## config.mk

```make
export PLATFORM = sky130hd
export DESIGN_NAME = pc_gen_flat
export DESIGN_NICKNAME = d
export VERILOG_FILES = /design/src/rtl/pc_gen_if.sv /design/src/rtl/pc_gen.sv /design/src/flat_wrapper.sv
export SDC_FILE = /design/constraint.sdc
export NUM_CORES = 1
export LEC_CHECK = 0
export ABC_CLOCK_PERIOD_IN_PS = 9800
export CAP_MARGIN = 20
export CORE_ASPECT_RATIO = 0.9
export CORE_MARGIN = 8
export CORE_UTILIZATION = 54
export DETAILED_ROUTE_END_ITERATION = 8
export GPL_ROUTABILITY_DRIVEN = 0
export PLACE_DENSITY = 0.87
export SLEW_MARGIN = 20
export SYNTH_ARGS = -nofsm -noshare
export SYNTH_HDL_FRONTEND = slang
export SYNTH_SLANG_ARGS = --single-unit
```

## constraint.sdc

```tcl
create_clock -name clk -period 9.8 [get_ports clk]
set_clock_uncertainty 0.05 [all_clocks]
set_input_delay 1.96 -clock clk [delete_from_list [all_inputs] [get_ports clk]]
set_output_delay 1.96 -clock clk [all_outputs]
set_load 0.02 [all_outputs]
```

## src/rtl/pc_gen_if.sv

```systemverilog
// Bundle of fetch handshake, execute control-flow, trap and halt signals around pc_gen.
// The master side is the PC generator itself; the slave side is the surrounding pipeline.
interface pc_gen_if #(
  parameter int XLEN = 32
) ();

  logic            fetch_ready;
  logic            fetch_valid;
  logic [XLEN-1:0] fetch_pc;

  logic            ex_valid;
  logic [1:0]      ex_kind;
  logic [XLEN-1:0] ex_pc;
  logic [XLEN-1:0] ex_imm;
  logic [XLEN-1:0] ex_rs1;
  logic            ex_taken;

  logic            redirect;
  logic            trap;
  logic [XLEN-1:0] trap_epc;
  logic [XLEN-1:0] trap_tval;

  logic            halt_req;
  logic            resume;
  logic            halted;

  modport master (
    input  fetch_ready,
    output fetch_valid, fetch_pc,
    input  ex_valid, ex_kind, ex_pc, ex_imm, ex_rs1, ex_taken,
    output redirect, trap, trap_epc, trap_tval,
    input  halt_req, resume,
    output halted
  );

  modport slave (
    output fetch_ready,
    input  fetch_valid, fetch_pc,
    output ex_valid, ex_kind, ex_pc, ex_imm, ex_rs1, ex_taken,
    input  redirect, trap, trap_epc, trap_tval,
    output halt_req, resume,
    input  halted
  );

endinterface

```

## src/rtl/pc_gen.sv

```systemverilog
// Registered fetch program counter for the RV32 pipeline: sequential advance, execute
// redirects, misaligned-target trap to a fixed vector, and halt/resume control.
module pc_gen #(
  parameter int              XLEN      = 32,
  parameter logic [XLEN-1:0] RESET_VEC = 32'h0000_0000,
  parameter logic [XLEN-1:0] TRAP_VEC  = 32'h0000_0100,
  parameter int              IALIGN    = 32,
  parameter int              ILEN_B    = 4
) (
  input  logic     clk,
  input  logic     rst,
  pc_gen_if.master bus
);

  typedef enum logic [1:0] {
    BOOT = 2'd0,
    RUN  = 2'd1,
    HALT = 2'd2
  } state_t;

  localparam logic [1:0] KIND_BRANCH = 2'd1;
  localparam logic [1:0] KIND_JAL    = 2'd2;
  localparam logic [1:0] KIND_JALR   = 2'd3;

  localparam logic [XLEN-1:0] SEQ_STEP  = XLEN'(ILEN_B);
  localparam logic [XLEN-1:0] JALR_MASK = {{(XLEN-1){1'b1}}, 1'b0};

  state_t          state;
  state_t          state_next;
  logic [XLEN-1:0] pc;
  logic [XLEN-1:0] pc_next;
  logic [XLEN-1:0] target;
  logic            take;
  logic            misaligned;
  logic            advance;
  logic            trap_q;
  logic [XLEN-1:0] trap_epc_q;
  logic [XLEN-1:0] trap_tval_q;

  // Redirect target and its legality are resolved combinationally from execute.
  always_comb begin
    target = bus.ex_pc + bus.ex_imm;
    if (bus.ex_kind == KIND_JALR) begin
      target = (bus.ex_rs1 + bus.ex_imm) & JALR_MASK;
    end

    take = bus.ex_valid &&
           ((bus.ex_kind == KIND_JAL) ||
            (bus.ex_kind == KIND_JALR) ||
            ((bus.ex_kind == KIND_BRANCH) && bus.ex_taken));

    if (IALIGN == 32) begin
      misaligned = take && (target[1:0] != 2'b00);
    end else begin
      misaligned = take && target[0];
    end
  end

  assign advance = (state == RUN) && bus.fetch_ready;

  always_comb begin
    state_next = state;
    unique case (state)
      BOOT:    state_next = RUN;
      RUN:     if (bus.halt_req) state_next = HALT;
      HALT:    if (bus.resume)   state_next = RUN;
      default: state_next = BOOT;
    endcase
  end

  // A trap outranks a normal redirect, which outranks the sequential fetch step.
  always_comb begin
    pc_next = pc;
    if (misaligned) begin
      pc_next = TRAP_VEC;
    end else if (take) begin
      pc_next = target;
    end else if (advance) begin
      pc_next = pc + SEQ_STEP;
    end
  end

  always_ff @(posedge clk or posedge rst) begin
    if (rst) begin
      state <= BOOT;
      pc    <= RESET_VEC;
    end else begin
      state <= state_next;
      pc    <= pc_next;
    end
  end

  // Trap cause registers keep the last event visible until the next trap overwrites them.
  always_ff @(posedge clk or posedge rst) begin
    if (rst) begin
      trap_q      <= 1'b0;
      trap_epc_q  <= '0;
      trap_tval_q <= '0;
    end else begin
      trap_q <= misaligned;
      if (misaligned) begin
        trap_epc_q  <= bus.ex_pc;
        trap_tval_q <= target;
      end
    end
  end

  assign bus.fetch_valid = (state == RUN);
  assign bus.fetch_pc    = pc;
  assign bus.redirect    = take;
  assign bus.trap        = trap_q;
  assign bus.trap_epc    = trap_epc_q;
  assign bus.trap_tval   = trap_tval_q;
  assign bus.halted      = (state == HALT);

endmodule

```

## src/flat_wrapper.sv

```systemverilog
// flat-port wrapper written by rule: the top's interface ports become plain ports
module pc_gen_flat 
#(
  parameter int              XLEN      = 32,
  parameter logic [XLEN-1:0] RESET_VEC = 32'h0000_0000,
  parameter logic [XLEN-1:0] TRAP_VEC  = 32'h0000_0100,
  parameter int              IALIGN    = 32,
  parameter int              ILEN_B    = 4
)
  (clk, rst, bus_fetch_ready, bus_fetch_valid, bus_fetch_pc, bus_ex_valid, bus_ex_kind, bus_ex_pc, bus_ex_imm, bus_ex_rs1, bus_ex_taken, bus_redirect, bus_trap, bus_trap_epc, bus_trap_tval, bus_halt_req, bus_resume, bus_halted);
  pc_gen_if #(.XLEN(XLEN)) bus_i ();
  input  logic clk;
  input  logic rst;
  input wire logic [$bits(bus_i.fetch_ready)-1:0] bus_fetch_ready;
  output wire logic [$bits(bus_i.fetch_valid)-1:0] bus_fetch_valid;
  output wire logic [$bits(bus_i.fetch_pc)-1:0] bus_fetch_pc;
  input wire logic [$bits(bus_i.ex_valid)-1:0] bus_ex_valid;
  input wire logic [$bits(bus_i.ex_kind)-1:0] bus_ex_kind;
  input wire logic [$bits(bus_i.ex_pc)-1:0] bus_ex_pc;
  input wire logic [$bits(bus_i.ex_imm)-1:0] bus_ex_imm;
  input wire logic [$bits(bus_i.ex_rs1)-1:0] bus_ex_rs1;
  input wire logic [$bits(bus_i.ex_taken)-1:0] bus_ex_taken;
  output wire logic [$bits(bus_i.redirect)-1:0] bus_redirect;
  output wire logic [$bits(bus_i.trap)-1:0] bus_trap;
  output wire logic [$bits(bus_i.trap_epc)-1:0] bus_trap_epc;
  output wire logic [$bits(bus_i.trap_tval)-1:0] bus_trap_tval;
  input wire logic [$bits(bus_i.halt_req)-1:0] bus_halt_req;
  input wire logic [$bits(bus_i.resume)-1:0] bus_resume;
  output wire logic [$bits(bus_i.halted)-1:0] bus_halted;
  assign bus_i.fetch_ready = bus_fetch_ready;
  assign bus_fetch_valid = bus_i.fetch_valid;
  assign bus_fetch_pc = bus_i.fetch_pc;
  assign bus_i.ex_valid = bus_ex_valid;
  assign bus_i.ex_kind = bus_ex_kind;
  assign bus_i.ex_pc = bus_ex_pc;
  assign bus_i.ex_imm = bus_ex_imm;
  assign bus_i.ex_rs1 = bus_ex_rs1;
  assign bus_i.ex_taken = bus_ex_taken;
  assign bus_redirect = bus_i.redirect;
  assign bus_trap = bus_i.trap;
  assign bus_trap_epc = bus_i.trap_epc;
  assign bus_trap_tval = bus_i.trap_tval;
  assign bus_i.halt_req = bus_halt_req;
  assign bus_i.resume = bus_resume;
  assign bus_halted = bus_i.halted;
  pc_gen #(.XLEN(XLEN), .RESET_VEC(RESET_VEC), .TRAP_VEC(TRAP_VEC), .IALIGN(IALIGN), .ILEN_B(ILEN_B)) u_core (.clk(clk), .rst(rst), .bus(bus_i));
endmodule
```

Yosys cells after proc, flatten, opt, wreduce, memory -nomap -nowiden
Index checks and enable logic that the tools add are counted.
Storage, ports and cells
  output and inout bits: 100
  logic and storage cells: 32
  input port bits: 105
  register bits after elaboration: 99
Operators by class
  mux-type cells: 7
  reduce and logical (&&, ||, !) cells: 10
  equality and inequality tests: 7
  add/subtract/negate cells: 3
Operators by type and width (number)
  2-to-1 mux 32 bit: 4
  adder 32 bit: 2
  adder 32 x 3 -> 32 bit (second input constant): 1
  equality test 2 bit (second input constant): 3
  case mux 2 bit (3 select lines): 1
  equality test 2 x 1 -> 1 bit (second input constant): 2
  logical AND 1 bit: 4
  2-to-1 mux 2 bit: 2
  nonzero test 3 bit: 1
  zero test 2 bit: 1
  logical OR 1 bit: 2
  != test 2 x 1 -> 1 bit (second input constant): 1
  != test 2 bit (second input constant): 1
  AND reduction 2 bit: 1
  nonzero test 2 bit: 1

Depth between registers and ports, before layout
Gate-level depths: netlist of run 1.
  word-level depth: 6
  depth in mapped cells: 11
  depth with buffers taken out: 11

Worst setup path after synthesis of run 1
Ideal clock, no wire load.
  kind: in2out
  start point: in bus_ex_taken
  end point: out bus_redirect
  required time: 7.790 ns
  arrival time: 2.648 ns
  cell stages on the path: 4
  slack: 5.142 ns
  path through: a21o_1 > nand2_1 > clkinv_1 > clkbuf_1
On the way
  longest elaborated chain between the ends: 3
RTL lines
  start: declaration: line flat_wrapper.sv:22  | input wire logic [$bits(bus_i.ex_taken)-1:0] bus_ex_taken;
  logical AND 1 bit: line pc_gen.sv:50  | ((bus.ex_kind == KIND_BRANCH) && bus.ex_taken));
  logical OR 1 bit: line pc_gen.sv:49  | (bus.ex_kind == KIND_JALR) ||
  logical AND 1 bit: line pc_gen.sv:47  | take = bus.ex_valid &&
  end: declaration: line flat_wrapper.sv:23  | output wire logic [$bits(bus_i.redirect)-1:0] bus_redirect;
Every way passes these cells.

Final worst setup path of run 1
  start point: in bus_ex_kind[0]
  end point: out bus_redirect
On the way
  longest elaborated chain between the ends: 4
  elaborated cells between the ends (all ways): 7
  classes of those cells: 3 x eq/ne; 4 x reduce/logical
RTL lines
  start: declaration: line flat_wrapper.sv:18  | input wire logic [$bits(bus_i.ex_kind)-1:0] bus_ex_kind;
  equality test 2 bit (tied with other cells): line pc_gen.sv:48  | ((bus.ex_kind == KIND_JAL) ||
  logical OR 1 bit / logical AND 1 bit (equally long branches): line pc_gen.sv:48, pc_gen.sv:50
  logical OR 1 bit (*): line pc_gen.sv:49
  logical AND 1 bit (*): line pc_gen.sv:47
Every way passes the cells marked *; elsewhere a longest branch is shown, timed or not.

==> flow_metrics.py, run 1 <==
metrics = {
    "yosys": {
        "synth-simple-area-share": 0.211,
        "post_synth_xor_area_fraction": 0.0940,
        "netlist-cell-type-count": 74,
        "synth.area.top_cells": "dfrtp_1 31%, ha_1 9.8%, nand2_1 9.2%, xnor2_1 5.7%, a21oi_1 4.7%",
        "synth.mux.area_fraction": 0.0117,
        "ys_async_sr_fraction": 1.00,
        "synth_compound_gate_area_share": 0.237,
        "synth_area_per_cell_um2": 8.12,
        "synth-edff-count": 0,
        "postSynthCellCount": 976,
        "yosys_warnings": 0,
        "synth_sequential_area_ratio": 0.313,
        "flops_latches_synth": 99,
        "yosys.area.top_type": "dfrtp_1",
        "largest_family_of_logic_cells_by_synthesized_area": "compound AO/OA/AOI/OAI gates",
        "synth_top_flop_cell": "dfrtp_1",
        "yosysTopAreaCellShare": 0.313,
        "post_synth_instance_area_um2": 7920,
        "yosys.area_share.adder": 0.103,
        "mappedNetlistNets": 1145,
    },
    "min_path": {
        "worst_hold_path_type": "flip-flop to flip-flop",
    },
    "grt": {
        "layer_with_the_highest_usage": "met2",
        "gr-total-overflow": 0,
        "grt_max_degree": 56,
        "grt_use_total": 0.280,
        "global_route.usage.met1": 0.345,
        "grtUsageMet3": 0.0647,
        "gr-usage-met2": 0.477,
        "first_global_vias": 7939,
        "number_of_antenna_violations_at_the_first_check_in_global_routing": 0,
        "wire_length_of_the_first_global_routing_pass_mm": 41.1,
    },
    "routing": {
        "wl_mm": 26.4,
        "via_count": 8191,
        "drt_first_iter_violations": 848,
        "drc": 0,
        "mean_routed_wirelength_per_cell_um": 19.4,
        "vias_per_cell": 6.03,
        "final_antenna_net_count": 0,
        "drtPass1Iterations": 5,
    },
    "power_and_ir_drop": {
        "pwr-share-clk": 0.194,
        "pwr_density_cell_nw_per_um2": 180,
        "net-switching-power_mw": 0.769,
        "power.leakage_nw": 4.41,
        "ir_worst_vdd_uv": 112,
        "internal_power_mw": 1.10,
        "power.share.switching": 0.411,
        "combinational_share_of_power": 0.481,
        "p_seq_frac": 0.325,
    },
    "sta": {
        "setup_viol": 0,
        "period_minus_slack_ns": 5.77,
        "layout_worst_path_cycle_share": 0.589,
        "total_count_of_max_transition_violations_in_the_final_report": 0,
        "max_freq_mhz": 173,
        "hold-worst-slack_ns": 0.430,
        "timing.slew.headroom": 0.347,
        "hold_vio_cnt_final": 0,
        "grt_setup_unrepaired": "no",
        "totalNegativeSetupSlack_ns": 0,
        "worst_tran_pin_value_ns": 0.978,
    },
    "clock_tree": {
        "worst_setup_hold_path_clk_slew_ns": 0.07,
        "cts_inserted_buffers": 9,
        "ctsResizeCount": 0,
        "ctsHtreeMaxLevel": 3,
        "cts_post_setup_buffers_inserted": 0,
        "numClockSinks": 99,
        "clockBufferDepth": 2,
        "clk-insertion-delay-late_ns": 0.36,
        "postCtsHoldBufs": 0,
        "clockRootBuffer": "clkbuf_16",
        "tritoncts": "yes",
    },
    "critical_path": {
        "crit_arrival_ns": 3.76,
        "crit_path_start_kind": "primary input",
        "family_with_the_most_delay_on_the_worst_path": "buffers and inverters",
        "timing.critical_path.buf_inv": 3,
        "worst_path_cell_chain": "clkdlybuf4s50_1 -> a21o_1 -> nand2_1 -> clkinv_1 -> clkdlybuf4s50_1",
        "max_stage_delay_ns": 0.58,
        "critPathSlowestCell": "clkdlybuf4s50_1",
        "crit_path_frequent_cell": "clkdlybuf4s50_1",
        "critical_path_required_ns": 7.79,
        "crit_path_end_kind": "primary output",
        "cp_max_fo": 13,
        "worstSetupPathType": "primary input to primary output",
    },
    "placement": {
        "dpl.hpwl_mm": 20.8,
        "place.port_buffers": 204,
    },
    "floorplanning": {
        "boundaryPins": 205,
        "design.core.area_um2": 14500,
        "die_area_um2": 18800,
        "initial_core_util": 0.546,
        "dieHeight_um": 131,
        "dieWidth_um": 144,
        "rows": 42,
    },
    "layout": {
        "antenna-diode-count": 0,
        "drive_above_1_share": 0.0431,
        "area_growth_pct": 31.1,
        "fin_nets": 1324,
        "final_core_util": 0.716,
    },
    "run": {
        "cap_viol_max_count": 0,
    },
    "status": {
        "run_status": "finished, final reports clean",
    },
}
[per-stage QoR]
stage	instance area, µm²	cells	setup slack (ns)	total power [mW]
after floorplan	7920	976	5.14	1.10
after global placement	10100	1342	4.07	1.48
after detailed placement	10100	1342	4.01	1.50
after CTS	10400	1358	4.03	1.86
after global routing	10400	1358	3.93	1.97
final	10400	1358	4.03	1.87
[state kept, by name (all words and copies together) (netlist names)]
signal                count
u_core.bus.trap_tval     32
u_core.bus.trap_epc      32
u_core.bus.trap           1
u_core.bus.fetch_pc      32
u_core.state              2
[cell families after synthesis]
family | after synthesis
AND/OR/NAND/NOR | 376
AO/OA/AOI/OAI | 282
flip-flops | 99
XOR/XNOR | 85
adder cells (fa/ha/maj) | 64
buffers and inverters | 61
multiplexers | 9
[tightest hold or removal path, stage by stage (launching register included)]
cell and delay, ns:
dfrtp_1 0.34, nand2_1 0.05, nand2_1 0.06
[cells in the mapped netlist (all sizes together) (3+ instances only)]
cell type and number:
o31ai 5, nor3 20, o31a 4, and4 3, nand2b 8, a32oi 3, nand4 13, o21a 7
a21oi 78, dfrtp 99, nand3 34, a31o 3, a21o 17, a211o 3, o21ai 72, a311oi 3
nor4 3, a31oi 10, inv 19, mux2i 7, buf 11, clkbuf 30, o2111ai 3, a21boi 3
o41ai 3, nor2 68, a211oi 8, o22ai 22, xor2 33, nor2b 5, and3 7, o211ai 8
and2 11, nand2 194, xnor2 52, ha 62, or3 4, o21bai 14
[final timing paths]
check	slack [ns]	endpoint	from	cells past startpoint
worst max-delay path	4.03	bus_redirect	bus_ex_kind[0]	5
worst min-delay path	0.43	u_core.bus.trap_epc[25]$_DFFE_PP0P_	u_core.bus.trap_epc[25]$_DFFE_PP0P_	2
worst max register to register	7.27	u_core.bus.fetch_pc[26]$_DFFE_PP0P_	u_core.state[1]$_DFFE_PP0P_	9
worst min register to register	0.43	u_core.bus.trap_epc[25]$_DFFE_PP0P_	u_core.bus.trap_epc[25]$_DFFE_PP0P_	2
max in group asynchronous	6.62	u_core.bus.trap_epc[23]$_DFFE_PP0P_	rst	3
min in group asynchronous	1.96	u_core.bus.fetch_pc[10]$_DFFE_PP0P_	rst	2
[layout make-up]
| cell class | count | area (µm²) |
|---|---|---|
| clock buffers | 10 | 239 |
| repair buffers | 209 | 2080 |
| well taps | 198 | 248 |
| flip-flops and latches | 99 | 2480 |
| inverters | 20 | 77.6 |
| fillers | 1158 | 4120 |
| clock inverters | 6 | 61.3 |
| multi-input cells | 816 | 5210 |
[power groups by stage]
stage | registers (mW) | clock network, mW | logic, mW
after floorplan | 0.721 | 0 | 0.378
after global placement | 0.608 | 0 | 0.870
after detailed placement | 0.613 | 0 | 0.888
after CTS | 0.606 | 0.362 | 0.895
after global routing | 0.623 | 0.381 | 0.963
final | 0.608 | 0.362 | 0.900
[metal layers]
metal	routed length [µm]	part of all wire
met1	10500	0.40
met2	12500	0.47
met3	2680	0.10
met4	707	0.027
met5	0	0
[cells in the final DEF (no fill, tap or decap), drive strengths merged, types with 4 or more instances in the layout]
cell,instances
and2,11
o22ai,22
nand4,13
nand2,194
nor2,68
nor2b,5
and3,7
a211oi,8
xnor2,52
o31a,4
o21a,7
dfrtp,99
o211ai,8
inv,20
a21oi,78
nand2b,8
xor2,33
o31ai,5
ha,62
buf,5
or3,4
clkbuf,10
nand3,34
nor3,20
a31oi,10
a21o,17
mux2i,7
clkinv,5
o21bai,14
o21ai,72
clkdlybuf4s50,204
(Power assumes the default switching activity.)
==> run 2, diff against run 1 <==
--- a/config.mk
+++ b/config.mk
@@ -5,14 +5,14 @@
 export SDC_FILE = /design/constraint.sdc
 export NUM_CORES = 1
 export LEC_CHECK = 0
-export ABC_CLOCK_PERIOD_IN_PS = 9800
+export ABC_CLOCK_PERIOD_IN_PS = 5300
 export CAP_MARGIN = 20
 export CORE_ASPECT_RATIO = 0.9
 export CORE_MARGIN = 8
-export CORE_UTILIZATION = 54
+export CORE_UTILIZATION = 46
 export DETAILED_ROUTE_END_ITERATION = 8
 export GPL_ROUTABILITY_DRIVEN = 0
-export PLACE_DENSITY = 0.87
+export PLACE_DENSITY = 0.79
 export SLEW_MARGIN = 20
 export SYNTH_ARGS = -nofsm -noshare
 export SYNTH_HDL_FRONTEND = slang
==> constraint.sdc (replaced) <==
create_clock -name clk -period 5.3 [get_ports clk]
set_clock_uncertainty 0.05 [all_clocks]
set_input_delay 1.06 -clock clk [delete_from_list [all_inputs] [get_ports clk]]
set_output_delay 1.06 -clock clk [all_outputs]
set_load 0.02 [all_outputs]
==> run 2 against run 1 <==
Net effect:
- hold slack worse by 0.0073 ns
- die area is 15% higher
- wire length grew 1.3%
- flip-flop and latch count stayed put
- global-route usage is 3.7 points lower
- critical path depth grew 7
- via count fell by 0.70%
==> flow_metrics.py, run 2 (synthesis results as in run 1) <==
metrics = {
    "status": {
        "run_status": "finished, final reports clean",
    },
    "clock_tree": {
        "cts_post_setup_buffers_inserted": 0,
        "clk-insertion-delay-late_ns": 0.36,
        "numClockSinks": 99,
        "worst_setup_hold_path_clk_slew_ns": 0.08,
        "clockBufferDepth": 2,
        "ctsResizeCount": 0,
        "ctsHtreeMaxLevel": 3,
        "cts_inserted_buffers": 9,
        "tritoncts": "yes",
        "postCtsHoldBufs": 0,
        "clockRootBuffer": "clkbuf_16",
    },
    "routing": {
        "wl_mm": 26.8,
        "drt_first_iter_violations": 635,
        "via_count": 8134,
        "final_antenna_net_count": 0,
        "drc": 0,
        "mean_routed_wirelength_per_cell_um": 19.5,
        "drtPass1Iterations": 6,
        "vias_per_cell": 5.92,
    },
    "grt": {
        "first_global_vias": 7897,
        "number_of_antenna_violations_at_the_first_check_in_global_routing": 0,
        "wire_length_of_the_first_global_routing_pass_mm": 42.2,
        "grt_use_total": 0.243,
        "grt_max_degree": 70,
        "gr-total-overflow": 0,
    },
    "sta": {
        "timing.slew.headroom": 0.426,
        "postLayoutSetupSlackWorst_ns": 1.27,
        "max_freq_mhz": 248,
        "totalNegativeSetupSlack_ns": 0,
        "layout_worst_path_cycle_share": 0.760,
        "grt_setup_unrepaired": "no",
        "hold_vio_cnt_final": 0,
        "total_count_of_max_transition_violations_in_the_final_report": 0,
        "worst_tran_pin_value_ns": 0.861,
        "period_minus_slack_ns": 4.03,
        "setup_viol": 0,
    },
    "critical_path": {
        "cp_max_fo": 3,
        "crit_arrival_ns": 4.21,
        "crit_path_start": "bus_ex_imm[0]",
        "crit_path_end_kind": "flip-flop",
        "worst_r2r_startpoint": "u_core.state[1]$_DFFE_PP0P_",
        "worstSetupPathType": "primary input to flip-flop",
        "crit_path_start_kind": "primary input",
        "r2r-end": "u_core.bus.fetch_pc[31]$_DFFE_PP0P_",
        "critical_path_required_ns": 5.48,
        "timing.reg2reg.worst_path_depth": 8,
        "regToRegSetupSlack_ns": 2.80,
    },
    "layout": {
        "antenna-diode-count": 0,
        "most-common-layout-cells": "204 x clkdlybuf4s50_1, 194 x nand2_1, 99 x dfrtp_1",
        "drive_above_1_share": 0.0464,
        "most_common_cell_after_layout_fill_and_taps_aside": "clkdlybuf4s50_1",
        "fin_nets": 1328,
        "area_growth_pct": 31.8,
    },
    "power_and_ir_drop": {
        "ir_worst_vdd_uv": 179,
        "power.leakage_nw": 4.44,
        "pwr_density_cell_nw_per_um2": 332,
    },
    "floorplanning": {
        "design.core.area_um2": 16900,
        "dieHeight_um": 141,
        "dieWidth_um": 154,
        "rows": 45,
        "die_area_um2": 21700,
        "initial_core_util": 0.469,
        "boundaryPins": 205,
    },
    "min_path": {
        "worst_hold_path.endpoint": "u_core.bus.trap_epc[18]$_DFFE_PP0P_",
        "whs_path_depth": 2,
        "hold_start": "u_core.bus.trap_epc[18]$_DFFE_PP0P_",
        "worst_hold_path_type": "flip-flop to flip-flop",
    },
    "placement": {
        "dp_worst_setup_slack_ns": 0.958,
        "place.port_buffers": 204,
        "dpl.hpwl_mm": 21.4,
    },
    "run": {
        "cap_viol_max_count": 0,
    },
}
run 2: cell types whose count changed in the layout (fill, tap and decap cells not counted), sizes merged:
| cell | previous run | this run |
|---|---|---|
| inv | 20 | 21 |
| buf | 5 | 9 |
| clkinvlp | 1 | 0 |
run 2: report_power, final:
| part | total, mW | internal (mW) | switching [mW] |
|---|---|---|---|
| logic | 1.66 | 0.747 | 0.916 |
| registers | 1.12 | 0.951 | 0.170 |
| clock network | 0.682 | 0.347 | 0.336 |
run 2: stage by stage:
stage	util	instance area (µm²)	power [mW]	hold WS [ns]	instances
2_1_floorplan	-	7920	2.03	0.456	976
3_5_place_dp	0.600	10100	2.78	0.411	1359
4_1_cts	0.618	10400	3.47	0.430	1375
6_report	0.618	10400	3.47	0.422	1375
5_1_grt	0.618	10400	3.66	0.451	1375
3_3_place_gp	0.600	10100	2.76	0.407	1359
run 2: per-layer routing:
metal	vias to the layer above	GRT usage	part of all wire
li1	3855	-	-
met1	3778	0.322	0.43
met2	432	0.384	0.45
met3	69	0.0554	0.089
met4	0	0.0860	0.031
met5	-	0	0
run 2: how the worst max path moves through the flow:
| stage | cells past startpoint | end |
|---|---|---|
| after floorplan | 1 | u_core.bus.fetch_pc[0]$_DFFE_PP0P_ |
| after CTS | 11 | u_core.bus.trap_tval[22]$_DFFE_PP0P_ |
| final | 12 | u_core.bus.trap_tval[18]$_DFFE_PP0P_ |
| after global routing | 11 | u_core.bus.trap_tval[22]$_DFFE_PP0P_ |
| after detailed placement | 11 | u_core.bus.trap_tval[22]$_DFFE_PP0P_ |
| after global placement | 11 | u_core.bus.trap_tval[22]$_DFFE_PP0P_ |
run 2: layout make-up:
cell class,count,area (µm²)
clock inverters,6,70.1
inverters,20,77.6
multi-input cells,816,5210
repair buffers,213,2110
clock buffers,10,239
well taps,211,264
fillers,1498,6450
flip-flops and latches,99,2480
run 2: critical path, stage by stage:
cell,delay [ns]
clkdlybuf4s50_1,0.44
ha_1,0.24
fa_1,0.41
a21oi_1,0.21
o22ai_1,0.19
o311a_4,0.36
o41ai_4,0.42
o21ai_0,0.22
xnor2_1,0.20
nor2_1,0.06
a21oi_1,0.29
o21ai_1,0.10
